$ cat config.mk
export PLATFORM = sky130hd
export DESIGN_NAME = if_fetch_flat
export DESIGN_NICKNAME = d
export VERILOG_FILES = /design/src/rtl/if_fetch_pkg.sv /design/src/rtl/if_fetch_if.sv /design/src/rtl/if_fetch_icache.sv /design/src/rtl/if_fetch.sv /design/src/flat_wrapper.sv
export SDC_FILE = /design/constraint.sdc
export NUM_CORES = 1
export LEC_CHECK = 0
export BUFFER_PORTS_ARGS = -buffer_cell sky130_fd_sc_hd__buf_2
export CAP_MARGIN = 0
export CORE_ASPECT_RATIO = 0.75
export CORE_MARGIN = 1
export CORE_UTILIZATION = 30
export DETAILED_ROUTE_END_ITERATION = 10
export GPL_TIMING_DRIVEN = 0
export HOLD_SLACK_MARGIN = 0.03
export SETUP_SLACK_MARGIN = 0.4
export SLEW_MARGIN = 30
export SYNTH_ARGS = -nofsm -noshare
export SYNTH_HDL_FRONTEND = slang
export SYNTH_SLANG_ARGS = --single-unit
$ cat constraint.sdc
create_clock -name clk -period 2.62 [get_ports clk]
set_input_delay 0.131 -clock clk [delete_from_list [all_inputs] [get_ports clk]]
set_output_delay 0.131 -clock clk [all_outputs]
set_load 0.005 [all_outputs]
$ cat src/rtl/if_fetch_pkg.sv
`default_nettype none
// ============================================================================
// Module   : if_fetch_pkg
// Purpose  : Shared types, widths and the fetch state encoding used by the
//            instruction-fetch stage, its cache and its bus interface.
// Contents : inst_addr_t / inst_t / mem_byte_t, ZERO_WORD,
//            if_state_e (S0..S4, DONE), state_offset() helper.
// Revision : 1.0 - initial release
// ============================================================================
package if_fetch_pkg;

  localparam int INST_ADDR_W = 32;
  localparam int INST_W      = 32;
  localparam int MEM_BYTE_W  = 8;

  typedef logic [INST_ADDR_W-1:0] inst_addr_t;
  typedef logic [INST_W-1:0]      inst_t;
  typedef logic [MEM_BYTE_W-1:0]  mem_byte_t;

  localparam inst_addr_t ZERO_WORD = '0;

  // S0..S3 issue byte pc+0..pc+3; S1..S4 capture the byte requested in the
  // previous cycle; DONE holds the assembled instruction for if_id.
  typedef enum logic [2:0] {
    IF_S0   = 3'd0,
    IF_S1   = 3'd1,
    IF_S2   = 3'd2,
    IF_S3   = 3'd3,
    IF_S4   = 3'd4,
    IF_DONE = 3'd5
  } if_state_e;

  // Byte offset from pc addressed in a given state.
  function automatic inst_addr_t state_offset(input if_state_e s);
    inst_addr_t off;
    off = ZERO_WORD;
    case (s)
      IF_S1:   off = 32'd1;
      IF_S2:   off = 32'd2;
      IF_S3:   off = 32'd3;
      IF_S4:   off = 32'd4;
      default: off = ZERO_WORD;
    endcase
    return off;
  endfunction

endpackage
`default_nettype wire

$ cat src/rtl/if_fetch_if.sv
`default_nettype none
// ============================================================================
// Module   : if_fetch_if
// Purpose  : Bundles the fetch stage's memory byte port, redirect inputs,
//            if_id back-pressure and the delivered {flag, pc, inst}.
// Modports : master - the fetch stage (drives mem_rd_o/mem_addr_o/flag_o/
//                     pc_o/inst_o)
//            slave  - the surroundings (memory, decoder, if_id register)
// Revision : 1.0 - initial release
// ============================================================================
interface if_fetch_if;
  import if_fetch_pkg::*;

  logic       stall_i;
  logic       branch_i;
  inst_addr_t jump_addr_i;
  logic       mem_busy_i;
  mem_byte_t  mem_din_i;
  logic       mem_rd_o;
  inst_addr_t mem_addr_o;
  logic       flag_o;
  inst_addr_t pc_o;
  inst_t      inst_o;

  modport master (
    input  stall_i, branch_i, jump_addr_i, mem_busy_i, mem_din_i,
    output mem_rd_o, mem_addr_o, flag_o, pc_o, inst_o
  );

  modport slave (
    output stall_i, branch_i, jump_addr_i, mem_busy_i, mem_din_i,
    input  mem_rd_o, mem_addr_o, flag_o, pc_o, inst_o
  );

endinterface
`default_nettype wire

$ cat src/rtl/if_fetch_icache.sv
`default_nettype none
// ============================================================================
// Module   : if_icache
// Purpose  : Direct-mapped instruction cache for the fetch stage. One word
//            per line; combinational lookup, single-cycle fill.
// Ports    : clk, rst        - clock, synchronous active-high reset
//            addr_i[31:2]    - word address used for lookup and fill
//            hit_o, data_o   - lookup result
//            fill_i, fill_data_i - write the line addressed by addr_i
// Config   : compiled only when ICACHE_EN is defined.
// Revision : 1.0 - initial release
// ============================================================================
`ifdef ICACHE_EN
module if_icache
  import if_fetch_pkg::*;
#(
  parameter int IDX_W = 7
) (
  input  logic        clk,
  input  logic        rst,
  input  logic [31:2] addr_i,
  output logic        hit_o,
  output inst_t       data_o,
  input  logic        fill_i,
  input  inst_t       fill_data_i
);

  localparam int LINES = 1 << IDX_W;
  localparam int TAG_W = 32 - IDX_W - 2;

  logic [IDX_W-1:0] idx;
  logic [TAG_W-1:0] tag;

  logic [LINES-1:0] valid_q;
  logic [LINES-1:0] valid_d;
  logic [TAG_W-1:0] tag_mem [LINES];
  inst_t            data_mem [LINES];

  assign idx = addr_i[IDX_W+1:2];
  assign tag = addr_i[31:IDX_W+2];

  assign hit_o  = valid_q[idx] && (tag_mem[idx] == tag);
  assign data_o = data_mem[idx];

  always_comb begin
    valid_d = valid_q;
    if (fill_i) begin
      valid_d[idx] = 1'b1;
    end
  end

  // Only the valid bits are reset; tag/data are don't-care until filled.
  always_ff @(posedge clk) begin
    if (rst) begin
      valid_q <= '0;
    end else begin
      valid_q <= valid_d;
    end
  end

  always_ff @(posedge clk) begin
    if (!rst && fill_i) begin
      tag_mem[idx]  <= tag;
      data_mem[idx] <= fill_data_i;
    end
  end

endmodule
`endif
`default_nettype wire

$ cat src/rtl/if_fetch.sv
`default_nettype none
// ============================================================================
// Module   : if_fetch
// Purpose  : Instruction-fetch stage. Owns the PC, reads four bytes
//            little-endian from the byte-wide memory port and delivers
//            {flag, pc, inst} to if_id. A decoder redirect restarts fetch at
//            the jump target.
// Ports    : clk   - clock
//            rst   - synchronous reset, active-high
//            bus   - if_fetch_if.master: stall_i, branch_i, jump_addr_i,
//                    mem_busy_i, mem_din_i in; mem_rd_o, mem_addr_o
//                    (combinational), flag_o, pc_o, inst_o (registered) out
// Params   : ICACHE_IDX_W - log2 of I-cache lines (only with ICACHE_EN)
// Config   : ICACHE_EN - adds a direct-mapped I-cache (if_icache); a hit in
//            S0 delivers the instruction without touching memory.
// Revision : 1.0 - initial release
// ============================================================================
module if_fetch
  import if_fetch_pkg::*;
#(
  parameter int ICACHE_IDX_W = 7
) (
  input  logic     clk,
  input  logic     rst,
  if_fetch_if.master bus
);

  if_state_e  state_q, state_d;
  inst_addr_t pc_q, pc_d;
  logic       flag_q, flag_d;
  inst_addr_t pc_out_q, pc_out_d;
  inst_t      inst_q, inst_d;
  logic [23:0] buf_q, buf_d;   // b2,b1,b0 gathered so far

  logic       cache_hit;
  inst_t      cache_data;
  logic       issue_state;
  logic       mem_rd;
  inst_addr_t mem_addr;

`ifdef ICACHE_EN
  logic fill_en;

  // A fill happens only when S4 actually completes the miss.
  assign fill_en = (state_q == IF_S4) && !bus.branch_i && !bus.mem_busy_i;

  if_icache #(
    .IDX_W (ICACHE_IDX_W)
  ) u_icache (
    .clk         (clk),
    .rst         (rst),
    .addr_i      (pc_q[31:2]),
    .hit_o       (cache_hit),
    .data_o      (cache_data),
    .fill_i      (fill_en),
    .fill_data_i ({bus.mem_din_i, buf_q})
  );
`else
  assign cache_hit  = 1'b0;
  assign cache_data = ZERO_WORD;
`endif

  assign issue_state = (state_q == IF_S0) || (state_q == IF_S1) ||
                       (state_q == IF_S2) || (state_q == IF_S3);

  // Memory request is combinational so the byte returns the next cycle.
  always_comb begin
    mem_rd   = 1'b0;
    mem_addr = ZERO_WORD;
    if (!rst) begin
      mem_addr = pc_q + state_offset(state_q);
      mem_rd   = issue_state && !bus.mem_busy_i && !bus.branch_i &&
                 !((state_q == IF_S0) && cache_hit);
    end
  end

  always_comb begin
    state_d  = state_q;
    pc_d     = pc_q;
    flag_d   = flag_q;
    pc_out_d = pc_out_q;
    inst_d   = inst_q;
    buf_d    = buf_q;

    if (bus.branch_i) begin
      pc_d    = bus.jump_addr_i;
      state_d = IF_S0;
      flag_d  = 1'b0;
    end else if (bus.mem_busy_i && (state_q != IF_DONE)) begin
      // Port lost to MEM: drop partial bytes and reissue from pc+0.
      state_d = IF_S0;
    end else begin
      case (state_q)
        IF_S0: begin
          if (cache_hit) begin
            state_d  = IF_DONE;
            flag_d   = 1'b1;
            pc_out_d = pc_q;
            inst_d   = cache_data;
          end else begin
            state_d = IF_S1;
          end
        end
        IF_S1: begin
          buf_d[7:0] = bus.mem_din_i;
          state_d    = IF_S2;
        end
        IF_S2: begin
          buf_d[15:8] = bus.mem_din_i;
          state_d     = IF_S3;
        end
        IF_S3: begin
          buf_d[23:16] = bus.mem_din_i;
          state_d      = IF_S4;
        end
        IF_S4: begin
          flag_d   = 1'b1;
          pc_out_d = pc_q;
          inst_d   = {bus.mem_din_i, buf_q};
          state_d  = IF_DONE;
        end
        IF_DONE: begin
          if (!bus.stall_i) begin
            pc_d    = pc_q + 32'd4;
            flag_d  = 1'b0;
            state_d = IF_S0;
          end
        end
        default: begin
          state_d = IF_S0;
        end
      endcase
    end
  end

  always_ff @(posedge clk) begin
    if (rst) begin
      state_q  <= IF_S0;
      pc_q     <= ZERO_WORD;
      flag_q   <= 1'b0;
      pc_out_q <= ZERO_WORD;
      inst_q   <= ZERO_WORD;
      buf_q    <= '0;
    end else begin
      state_q  <= state_d;
      pc_q     <= pc_d;
      flag_q   <= flag_d;
      pc_out_q <= pc_out_d;
      inst_q   <= inst_d;
      buf_q    <= buf_d;
    end
  end

  assign bus.mem_rd_o   = mem_rd;
  assign bus.mem_addr_o = mem_addr;
  assign bus.flag_o     = flag_q;
  assign bus.pc_o       = pc_out_q;
  assign bus.inst_o     = inst_q;

endmodule
`default_nettype wire

$ cat src/flat_wrapper.sv
// flat-port wrapper written by rule: the top's interface ports become plain ports
module if_fetch_flat import if_fetch_pkg::*;
#(
  parameter int ICACHE_IDX_W = 7
)
  (clk, rst, bus_stall_i, bus_branch_i, bus_jump_addr_i, bus_mem_busy_i, bus_mem_din_i, bus_mem_rd_o, bus_mem_addr_o, bus_flag_o, bus_pc_o, bus_inst_o);
  if_fetch_if bus_i ();
  input  logic clk;
  input  logic rst;
  input wire logic [$bits(bus_i.stall_i)-1:0] bus_stall_i;
  input wire logic [$bits(bus_i.branch_i)-1:0] bus_branch_i;
  input wire logic [$bits(bus_i.jump_addr_i)-1:0] bus_jump_addr_i;
  input wire logic [$bits(bus_i.mem_busy_i)-1:0] bus_mem_busy_i;
  input wire logic [$bits(bus_i.mem_din_i)-1:0] bus_mem_din_i;
  output wire logic [$bits(bus_i.mem_rd_o)-1:0] bus_mem_rd_o;
  output wire logic [$bits(bus_i.mem_addr_o)-1:0] bus_mem_addr_o;
  output wire logic [$bits(bus_i.flag_o)-1:0] bus_flag_o;
  output wire logic [$bits(bus_i.pc_o)-1:0] bus_pc_o;
  output wire logic [$bits(bus_i.inst_o)-1:0] bus_inst_o;
  assign bus_i.stall_i = bus_stall_i;
  assign bus_i.branch_i = bus_branch_i;
  assign bus_i.jump_addr_i = bus_jump_addr_i;
  assign bus_i.mem_busy_i = bus_mem_busy_i;
  assign bus_i.mem_din_i = bus_mem_din_i;
  assign bus_mem_rd_o = bus_i.mem_rd_o;
  assign bus_mem_addr_o = bus_i.mem_addr_o;
  assign bus_flag_o = bus_i.flag_o;
  assign bus_pc_o = bus_i.pc_o;
  assign bus_inst_o = bus_i.inst_o;
  if_fetch #(.ICACHE_IDX_W(ICACHE_IDX_W)) u_core (.clk(clk), .rst(rst), .bus(bus_i));
endmodule
==> run summary <==
Status: complete, but fails checks
Violated checks: setup timing
Die width: 164.1 um
Number of global-route vias before repair: 5,538
Finished Cell Area: 8638 um^2
Tmin final: 3.019 ns
Syn Area/Cell: 7.973 um^2
Crit Path Category: reg -> out
CP max stage delay: 0.41 ns
RSZ-0062 raised after global routing: true
Final period utilization: 115.2%
Final worst slack: -0.3985 ns
Gate Count Post-Synth: 742
Share of layout cells above drive strength 1: 31.78%
Synth Net Count: 792
Synth cell types: 51
CTS tree: yes
Clock Sinks: 124
Worst Path Arrival: 2.89 ns
R2r startpoint: u_core.state_q[1]$_SDFFE_PP0P_
Capturing point of the worst reg2reg path: u_core.pc_q[25]$_SDFFE_PP0P_
CP Data Required Time: 2.49 ns
# rows: 44
GPL Wtd Cong: 0.8501
Syn Std Cell Area: 5916 um^2
IO buf count: 141
All-Layer GR Usage: 20.48%
Kind of path behind the tightest hold check: in -> reg
Synth async-reset ratio: 0%
Startpoint Class: flip-flop
CP max stage cell: or4_4
Worst path bufs/invs: 4
Final setup violation count: 27
Fillers: 1,966
Worst hold margin: 0.04683 ns
Drt pass-1 iters: 5
Max-cap violations: 0
Max IR drop VDD: 0.3516 mV
Worst Tran Pin Value: 0.8710 ns
CTS Buf Count: 17
Critical Path Fanout Max: 5
Root Driver: clkbuf_16
Cell Pwr Density: 565.7 nW/um^2
P&R area growth vs syn: 46.02%
Ys flop type: dfxtp_1
Dpl hpwl: 14.87 mm
Final Max Tran Viols: 0
Initial antenna violation count: 0
Footprint of the multi-input gates: 3385 um^2
Reg clk slew, reported paths: 0.06 ns
Hold Path Sink: u_core.pc_q[25]$_SDFFE_PP0P_
I/O pins: 143
Yosys warning total: 0
Drt total wl: 21.15 mm
Setup Skew: 0.005687 ns
R2R cell count: 8
Area of placed instances: 7027 um^2
Diodes inserted: 0
Post-route DRC: 0
H-tree depth: 4
CP Capture Type: primary output
Via Count: 6,258
Initial DRC Count: 418
Hold_sp: bus_jump_addr_i[25]
Die Ht: 123.6 um
Wirelength per Cell: 17.04 um
Number of synthesized flops with an enable pin: 0
DR vias/cell: 5.043
CP cell instances: buf_6 -> nor2b_4 -> ha_4 -> inv_2 -> fa_2 -> nor2b_4 -> o2111ai_4 -> buf_6 -> or4_4 -> a21oi_2 -> buf_2
Seq/Total Area, Yosys: 41.96%
Synth Register Bits: 124
Clock buffer depth: 2
First-pass GRT wire length: 31.23 mm
R2R Setup Slk: 0.46 ns
Max frequency: 331.3 MHz
Antenna Nets Post-Route: 0
Leak: 3.437 nW
Largest net degree at the start of global routing: 17
Fin. Hold Viols: 0
Starting Density: 30.61%
Final nets: 1,025
Worst-Skew Late Latency: 0.43 ns
Die area: 20,290 um^2
Delay-heaviest family, CP: simple AND/OR/NAND/NOR gates
Total grt overflow: 0
Core area: 19,320 um^2
Hold Path Depth: 3
Reg area: 2494 um^2
Max_slew headroom: 41.50%
cell usage after synthesis, types with 4 or more instances:
master / n / share of area, %
a311oi_1: 16 / 2.4
or3_1: 15 / 1.6
buf_4: 4 / 0.51
inv_1: 13 / 0.82
xor2_1: 14 / 2.1
dfxtp_1: 124 / 42
and4_1: 4 / 0.59
ha_1: 4 / 0.85
nand3_1: 11 / 0.93
or2_2: 6 / 0.63
nor3_1: 4 / 0.34
and3_1: 4 / 0.42
nor4_1: 6 / 0.63
o31ai_1: 20 / 2.5
o21ai_0: 17 / 1.4
or4_1: 24 / 3.0
nand2_1: 143 / 9.1
mux2i_1: 27 / 4.6
nor2_1: 69 / 4.4
buf_2: 16 / 1.4
nand4_1: 14 / 1.5
a211oi_1: 9 / 1.1
clkbuf_1: 40 / 2.5
clkbuf_2: 4 / 0.34
a21oi_1: 88 / 7.4
nor2b_1: 6 / 0.63
xnor2_1: 5 / 0.74
cell type report:
cell class	instances	share of cell area [%]
Buffer	66	4.215
Clock buffer	19	5.243
Clock inverter	13	1.897
Inverter	13	0.5939
Multi-Input combinational cell	539	39.18
Sequential cell	124	28.87
Tap cell	253	3.665
Timing Repair Buffer	214	16.34
placed cells by master, fill, tap and decap left out, types with 10 or more instances in the layout:
cell	synthesis	final
or3_1	15	14
or4_1	24	15
mux2i_1	27	26
xor2_1	14	14
a311oi_1	16	13
buf_4	4	31
nand4_1	14	14
o31ai_1	20	20
inv_1	13	11
nand3_1	11	10
dlygate4sd3_1	0	37
nor2_1	69	69
o21ai_0	17	13
buf_6	0	14
dfxtp_1	124	115
nand2_1	143	142
clkbuf_16	0	17
buf_2	16	151
clkbuf_1	40	31
a21oi_2	0	13
a21oi_1	88	74
metrics by stage:
| step | total power, W | utilization (%) | setup slack [ns] | std cells | setup TNS (ns) |
|---|---|---|---|---|---|
| 4_1_cts | 0.004896 | 43.41 | -0.4516 | 1222 | -6.969 |
| 5_1_grt | 0.005034 | 44.70 | -0.4779 | 1241 | -9.354 |
| 6_report | 0.004887 | 44.70 | -0.3985 | 1241 | -7.231 |
| 2_1_floorplan | 0.002199 | - | 0.3326 | 742 | 0 |
| 3_5_place_dp | 0.002356 | 36.36 | -0.2179 | 1136 | -2.071 |
| 3_3_place_gp | 0.002355 | 36.36 | -0.2269 | 1136 | -2.109 |
sequential cells by signal (all words and copies together), names as in the netlist:
register           flops
u_core.bus.inst_o     32
u_core.bus.pc_o       32
u_core.pc_q           32
u_core.state_q         3
u_core.buf_q          24
u_core.bus.flag_o      1
kinds of logic (layout without fill, tap and decap cells):
kind of cell / Yosys count / in the layout / synth area share [%]
flip-flops: 124 / 124 / 41.96
XOR/XNOR: 19 / 19 / 2.813
AND/OR/NAND/NOR: 321 / 321 / 26.33
buffers and inverters: 79 / 325 / 5.690
AO/OA/AOI/OAI: 165 / 165 / 17.07
multiplexers: 29 / 29 / 4.949
adder cells (fa/ha/maj): 5 / 5 / 1.184
report_power, final:
group | switching (W) | total (W) | internal (W)
Combinational | 0.000238 | 0.000422 | 0.000184
Clock | 0.000936 | 0.00249 | 0.00155
Sequential | 0.0000511 | 0.00198 | 0.00193
worst register-to-register path, delay by kind of cell (launching register included):
| family | cells | cell delay, ns |
|---|---|---|
| and+or+nand+nor | 3 | 0.91 |
| DFF | 1 | 0.31 |
| buffers and inverters | 4 | 0.59 |
| AOI/OAI and AO/OA | 1 | 0.26 |
how the worst max path moves through the flow:
stage | startpoint | to | cells after the start
floorplan | u_core.state_q[0]$_SDFFE_PP0P_ | bus_mem_addr_o[24] | 9
global placement | u_core.state_q[1]$_SDFFE_PP0P_ | bus_mem_addr_o[13] | 10
detailed placement | u_core.state_q[1]$_SDFFE_PP0P_ | bus_mem_addr_o[21] | 10
CTS | u_core.state_q[0]$_SDFFE_PP0P_ | bus_mem_addr_o[24] | 11
global route | u_core.state_q[0]$_SDFFE_PP0P_ | bus_mem_addr_o[24] | 11
finish | u_core.state_q[0]$_SDFFE_PP0P_ | bus_mem_addr_o[16] | 11
layer usage:
layer | track usage (%) | up-vias | wire length (um)
li1 | - | 3086 | -
met1 | 30.29 | 2958 | 10420
met2 | 28.74 | 190 | 8920
met3 | 4.329 | 24 | 1460
met4 | 7.581 | 0 | 346
met5 | 0 | - | 0
repair_timing:
| item | 4_1_cts | 5_1_grt |
|---|---|---|
| buffers inserted | 17 | 18 |
| hold buffers | 37 | 0 |
| hold endpoints to repair | 47 | 0 |
| resized for setup | 57 | 38 |
| pin swaps | 23 | 21 |
| setup endpoints to repair | 42 | 42 |
| cloned | 0 | 1 |
(Power assumes the default switching activity.)
